**src/rtl/alu_pkg.sv**
```systemverilog
// Shared definitions for the ALU and its sharing sequencer: op codes,
// sequencer state encoding and the default datapath width.
package alu_pkg;

  localparam int ALU_WIDTH = 32;

  localparam logic [3:0] ALU_ADD  = 4'b0000;
  localparam logic [3:0] ALU_SUB  = 4'b0001;
  localparam logic [3:0] ALU_SLL  = 4'b0010;
  localparam logic [3:0] ALU_SLT  = 4'b0100;
  localparam logic [3:0] ALU_SLTU = 4'b0110;
  localparam logic [3:0] ALU_XOR  = 4'b1000;
  localparam logic [3:0] ALU_SRL  = 4'b1010;
  localparam logic [3:0] ALU_SRA  = 4'b1011;
  localparam logic [3:0] ALU_OR   = 4'b1100;
  localparam logic [3:0] ALU_AND  = 4'b1110;

  typedef enum logic [1:0] {
    IDLE = 2'd0,
    EXEC = 2'd1,
    RESP = 2'd2
  } state_t;

endpackage

```
**src/rtl/rr_arb2.sv**
```systemverilog
// Two-way combinational arbiter. Grant is one-hot and always a subset of
// valid; ties go to the port that was not granted last, or always to port 0
// when FIXED_PRIO is set.
module rr_arb2 #(
  parameter bit FIXED_PRIO = 1'b0
) (
  input  logic [1:0] valid,
  input  logic       last_grant,
  output logic [1:0] grant
);

  // Pick a single port from the valid vector.
  always_comb begin
    grant = 2'b00;
    case (valid)
      2'b01:   grant = 2'b01;
      2'b10:   grant = 2'b10;
      2'b11: begin
        if (FIXED_PRIO || last_grant) grant = 2'b01;
        else                          grant = 2'b10;
      end
      default: grant = 2'b00;
    endcase
  end

endmodule

```
**src/rtl/alu_share_arb.sv**
```systemverilog
// Shares one combinational ALU between the execute stage (port 0) and the
// address/branch unit (port 1). One operation is in flight at a time:
// IDLE accepts, EXEC lets the ALU settle on registered operands, RESP holds
// the captured result until the owning port takes it.
//
// Handshakes: a transfer happens on a rising edge where valid and ready are
// both high. Requesters keep operands stable while valid is high and not yet
// accepted and may withdraw valid before acceptance. The response is held
// stable while rsp_valid is high and rsp_ready is low; rsp_ready never
// feeds back combinationally into any output.
module alu_share_arb
  import alu_pkg::*;
#(
  parameter int WIDTH      = ALU_WIDTH,
  parameter bit FIXED_PRIO = 1'b0
) (
  input  logic             clk,
  input  logic             rst,
  input  logic [1:0]       req_valid,
  output logic [1:0]       req_ready,
  input  logic [WIDTH-1:0] req0_ra,
  input  logic [WIDTH-1:0] req0_rb,
  input  logic [3:0]       req0_sel,
  input  logic [WIDTH-1:0] req1_ra,
  input  logic [WIDTH-1:0] req1_rb,
  input  logic [3:0]       req1_sel,
  output logic [1:0]       rsp_valid,
  input  logic [1:0]       rsp_ready,
  output logic [WIDTH-1:0] rsp_data,
  output logic [WIDTH-1:0] alu_ra,
  output logic [WIDTH-1:0] alu_rb,
  output logic [3:0]       alu_sel,
  input  logic [WIDTH-1:0] alu_out,
  output logic [1:0]       dbg_state
);

  state_t           state_q, state_d;
  logic             owner_q, owner_d;
  logic             last_q, last_d;
  logic [WIDTH-1:0] ra_q, ra_d;
  logic [WIDTH-1:0] rb_q, rb_d;
  logic [3:0]       sel_q, sel_d;
  logic [WIDTH-1:0] rsp_data_q, rsp_data_d;
  logic [1:0]       gnt;

  rr_arb2 #(.FIXED_PRIO(FIXED_PRIO)) u_arb (
    .valid      (req_valid),
    .last_grant (last_q),
    .grant      (gnt)
  );

  // Next-state, operand capture and handshake outputs.
  always_comb begin
    state_d    = state_q;
    owner_d    = owner_q;
    last_d     = last_q;
    ra_d       = ra_q;
    rb_d       = rb_q;
    sel_d      = sel_q;
    rsp_data_d = rsp_data_q;
    req_ready  = 2'b00;
    rsp_valid  = 2'b00;
    case (state_q)
      IDLE: begin
        // Hold ready low while reset is applied.
        req_ready = rst ? 2'b00 : gnt;
        if ((req_valid & gnt) != 2'b00) begin
          owner_d = gnt[1];
          ra_d    = gnt[1] ? req1_ra  : req0_ra;
          rb_d    = gnt[1] ? req1_rb  : req0_rb;
          sel_d   = gnt[1] ? req1_sel : req0_sel;
          state_d = EXEC;
        end
      end
      EXEC: begin
        rsp_data_d = alu_out;
        state_d    = RESP;
      end
      RESP: begin
        rsp_valid[owner_q] = 1'b1;
        // Only the owner's ready matters; the other port's is ignored.
        if (rsp_ready[owner_q]) begin
          last_d  = owner_q;
          state_d = IDLE;
        end
      end
      default: state_d = IDLE;
    endcase
  end

  // State and datapath registers; reset aborts any in-flight operation.
  always_ff @(posedge clk or posedge rst) begin
    if (rst) begin
      state_q    <= IDLE;
      owner_q    <= 1'b0;
      last_q     <= 1'b1;
      ra_q       <= '0;
      rb_q       <= '0;
      sel_q      <= ALU_ADD;
      rsp_data_q <= '0;
    end else begin
      state_q    <= state_d;
      owner_q    <= owner_d;
      last_q     <= last_d;
      ra_q       <= ra_d;
      rb_q       <= rb_d;
      sel_q      <= sel_d;
      rsp_data_q <= rsp_data_d;
    end
  end

  assign alu_ra    = ra_q;
  assign alu_rb    = rb_q;
  assign alu_sel   = sel_q;
  assign rsp_data  = rsp_data_q;
  assign dbg_state = state_q;

endmodule
```
**config.mk**
```make
export PLATFORM = sky130hd
export DESIGN_NAME = alu_share_arb
export DESIGN_NICKNAME = d
export VERILOG_FILES = /design/src/rtl/alu_pkg.sv /design/src/rtl/rr_arb2.sv /design/src/rtl/alu_share_arb.sv
export SDC_FILE = /design/constraint.sdc
export NUM_CORES = 1
export LEC_CHECK = 0
export BUFFER_PORTS_ARGS = -buffer_cell sky130_fd_sc_hd__buf_2
export CAP_MARGIN = 30
export CORE_AREA = 2 2 122 124
export CTS_CLUSTER_DIAMETER = 60
export DETAILED_ROUTE_END_ITERATION = 6
export DIE_AREA = 0 0 124 126
export PLACE_DENSITY = 0.69
export SLEW_MARGIN = 20
export SYNTH_ARGS = -nofsm -noshare
export SYNTH_HDL_FRONTEND = slang
export SYNTH_SLANG_ARGS = --single-unit
export TNS_END_PERCENT = 20
```
**constraint.sdc**
```tcl
create_clock -name clk -period 5.3 [get_ports clk]
set_clock_uncertainty 0.05 [all_clocks]
set_input_delay 1.06 -clock clk [delete_from_list [all_inputs] [get_ports clk]]
set_output_delay 1.06 -clock clk [all_outputs]
set_load 0.05 [all_outputs]
```
# Word-level counts from Yosys, hierarchy flattened
# Cells that the tools add are included.
[totals]
regBits = 104
input_bits = 174
wordCells = 38
[classes]
order_cmp = 2
eq_ne = 7
muxes = 15
bitwise = 1
reduce_logical = 6
[op_table]
columns = ["op", "n"]
rows = [
  ["$mux W32", 2],
  ["$mux W2", 6],
  ["$pmux W2 S3", 2],
  ["$eq A2 B2 Y1 const B", 3],
  ["$reduce_and A2 Y1", 3],
  ["$eq A2 B1 Y1 const B", 2],
  ["$mux W4", 1],
  ["$ne A2 B2 Y1 const B", 2],
  ["$mux W1", 3],
  ["$and A2 B2 Y2", 1],
  ["$logic_not A2 Y1", 1],
  ["$lt A1 B2 Y1 const B", 1],
  ["$reduce_bool A2 Y1", 1],
  ["$demux W1 S1", 1],
  ["$ge A1 B1 Y1 const B", 1],
  ["$logic_and A1 B1 Y1", 1],
]

# Depth between registers and ports, before layout
[depth]
ltp_word = 6
depth_mapped = 6
ltp_nobuf = 4

# Cells and area by module
# From an unflattened synthesis, not the netlist that was laid out.
[hier_totals]
hier_cells = 311
hier_area_um2 = 4778.3
[by_module_without_submodules]
columns = ["module", "n_inst", "cells_per_inst", "area_each_um2", "seq_area_each_um2"]
rows = [
  ["alu_share_arb", 1, 308, 4759.6, 2603.7],
  ["rr_arb2", 1, 3, 18.8, 0.0],
]

# Worst setup path after synthesis
# OpenSTA, ideal clock, no wires.
[synth_timing]
path_type = "input to output"
startpoint = "in rst"
endpoint = "out req_ready[1]"
arrival_time_ps = 3964
setup_slack_ps = 226
stages = 2
path_cell_list = "inv_1 -> and3_1"
[synth_via]
elab_chain_len = 2
[synth_rtl]
columns = ["item", "line_no", "text"]
rows = [
  ["from (decl)", "alu_share_arb.sv:18", "input logic rst,"],
  ["$mux W2", "alu_share_arb.sv:66", "req_ready = rst ? 2'b00 : gnt;"],
  ["$mux W2", "alu_share_arb.sv:63", "case (state_q)"],
  ["to (decl)", "alu_share_arb.sv:20", "output logic [1:0] req_ready,"],
]
# No other way between the ends.

# Final worst setup path
# Ends and elaborated chain as after synthesis.

==> results.cfg <==
[outcome]
status = finished, final reports clean

[clocking]
cts_resized = 0
cts_buffer_depth = 2
cts_tree = yes
htreeDepth = 3
cts_root_buffer = clkbuf_16
clock_latency_ns = 0.33
numCtsBuffers = 9
cts_sinks = 104
ctsHoldBuffers = 0
postCtsSetupBuffers = 0
clk_pin_slew_ns = 0.07

[timing]
worst_slew_pin_slew_ns = 0.880
layout_worst_path_cycle_share_pct = 61.2
rsz0062_at_grt = false
min_period_ns = 3.24
hold_viol = 0
fmax_ghz = 0.308
max_slew_margin_pct = 41.3
setup_viol = 0
setup_tns_ns = 0
final-max-slew-violation-count = 0

[setup_path]
critPathLaunch = rst
reg2reg_depth = 4
critPathKind = in -> out
end_kind = primary output
worstReg2RegEnd = alu_ra[24]
rrSetupSlack_ns = 2.87
cp.required_ns = 4.19
endpoint = req_ready[1]
start_kind = input pin
rr_startpoint = last_q
cp_max_fo = 54
arrival_ns = 2.13

[grt]
grt_first_pass_wirelength_mm = 17.6
grt-ovfl-total = 0
grt_max_degree = 70
gr-usage-all-layers_pct = 14.5
grt_pass1_vias = 3755
antenna_found_initial = 2

[layout]
final_area_um2 = 6730
fillerInstances = 1341
seqCellArea_um2 = 2600
nets = 760
drive_gt1_share_pct = 80.0
area_growth_syn_to_layout_pct = 37.4
multi_input_area_um2 = 2160

[floorplan]
dieArea_um2 = 15600
die_w_um = 124
dieHeight_um = 126
initial_core_util_pct = 34.2
fp-row-count = 44
boundaryPins = 280
coreArea_um2 = 14300

[detailed_routing]
drt-pass1-iter-count = 4
ant_nets = 0
remaining_drc_errors = 0
wire_per_inst_um = 14.6
wl_mm = 11.4
vias_per_cell = 4.58
vias = 3551
drt-initial-drc-count = 82

[pwr]
ir_drop_mv = 0.407
power.leakage_nw = 3.38
powerDensity_nw_per_um2 = 743

[place]
dpl_cell_area_um2 = 6430
portBuffers = 279
hpwl_mm = 8.80
place_congestion = 0.745

[synth]
ys.flop_type = dfrtp_1
synth_nets = 484
yosys_warnings = 0
ys_seq_elements = 104
syn-cell-area_um2 = 4900
yosysMostFrequentCell = mux2_2
synth_cell_type_count = 23
synthCells = 310
synth_area_per_cell_um2 = 15.8
synth-edff-count = 0
synthArstFlopShare_pct = 100
synth_commonest_cells = 129 x mux2_2, 103 x dfrtp_1, 40 x mux2_4
synth-seq-area-share_pct = 53.2
synth.area.top_cells = dfrtp_1 53%, mux2_2 30%, mux2_4 12%
yosys.area.top_type_share_pct = 52.6
synth_top_area_cell = dfrtp_1

[hold_path]
hp-class = reg -> reg
holdPathStages = 1

[job]
max_cap_violations = 0
[layout make-up]
cell class,count,share of cell area (%)
Tap cell,184,3.42
Clock inverter,7,0.707
Antenna cell,1,0.0372
Sequential cell,104,38.7
Timing Repair Buffer,284,21.5
Clock buffer,9,3.35
Inverter,2,0.167
Multi-Input combinational cell,185,32.1
[flip-flops by register name (all words and copies together) (netlist names)]
signal and cells:
alu_ra 32, alu_rb 32, alu_sel 4, dbg_state 2, last_q 1, owner_q 1, rsp_data 32
[per-layer routing]
layer | share of wire, % | up-vias | track usage, %
met2 | 52 | 161 | 26.6
li1 | - | 1660 | -
met1 | 38 | 1709 | 15.6
met5 | 0.14 | - | 0
met3 | 7.8 | 19 | 3.62
met4 | 2.4 | 2 | 5.82
[stage by stage]
step           instances  worst slack (ns)  total power, mW  hold WS (ns)  util, %
2_1_floorplan        310             0.226             3.77         0.481        -
3_3_place_gp         758              2.00             4.38         0.435     44.9
3_5_place_dp         758              1.99             4.44         0.438     44.9
4_1_cts              774              1.99             5.06         0.453     46.8
5_1_grt              776              1.88             5.26         0.465     47.0
6_report             776              2.06             5.00         0.452     47.0
[worst max-delay path: stages]
cell and delay [ns]:
buf_2 0.12, inv_4 0.44, and3_1 0.25, buf_2 0.26
[how the worst min path moves through the flow]
stage	startpoint	endpoint	slack (ns)
floorplan	owner_q	owner_q	0.48
global placement	alu_ra[13]	alu_ra[13]	0.44
detailed placement	rsp_data[9]	rsp_data[9]	0.44
CTS	rsp_data[9]	rsp_data[9]	0.45
global route	alu_rb[28]	alu_rb[28]	0.46
finish	rsp_data[9]	rsp_data[9]	0.45
[power breakdown]
part	leakage, nW	internal (mW)	switching, mW
clock network	0.132	0.318	0.283
logic	2.04	0.957	2.02
registers	1.22	1.21	0.214
[layout by cell type, fill, tap and decap left out, types with 2 or more instances in the layout]
cell / synthesis / final
clkinvlp_4: 0 / 2
a22o_1: 2 / 2
nand2b_1: 2 / 2
o21ai_0: 2 / 2
dfrtp_1: 103 / 103
nor2_1: 2 / 2
clkbuf_16: 0 / 9
clkinv_2: 0 / 4
mux2_2: 129 / 129
buf_4: 2 / 4
mux2_4: 40 / 40
buf_2: 12 / 279
[kinds of logic after synthesis]
family | Yosys count | share of synthesized area (%)
muxes | 169 | 41.9
DFF | 104 | 53.2
buffers and inverters | 21 | 2.84
and+or+nand+nor | 9 | 0.971
AOI/OAI and AO/OA | 7 | 1.07
Note: power is estimated with default switching activity, not from simulation.
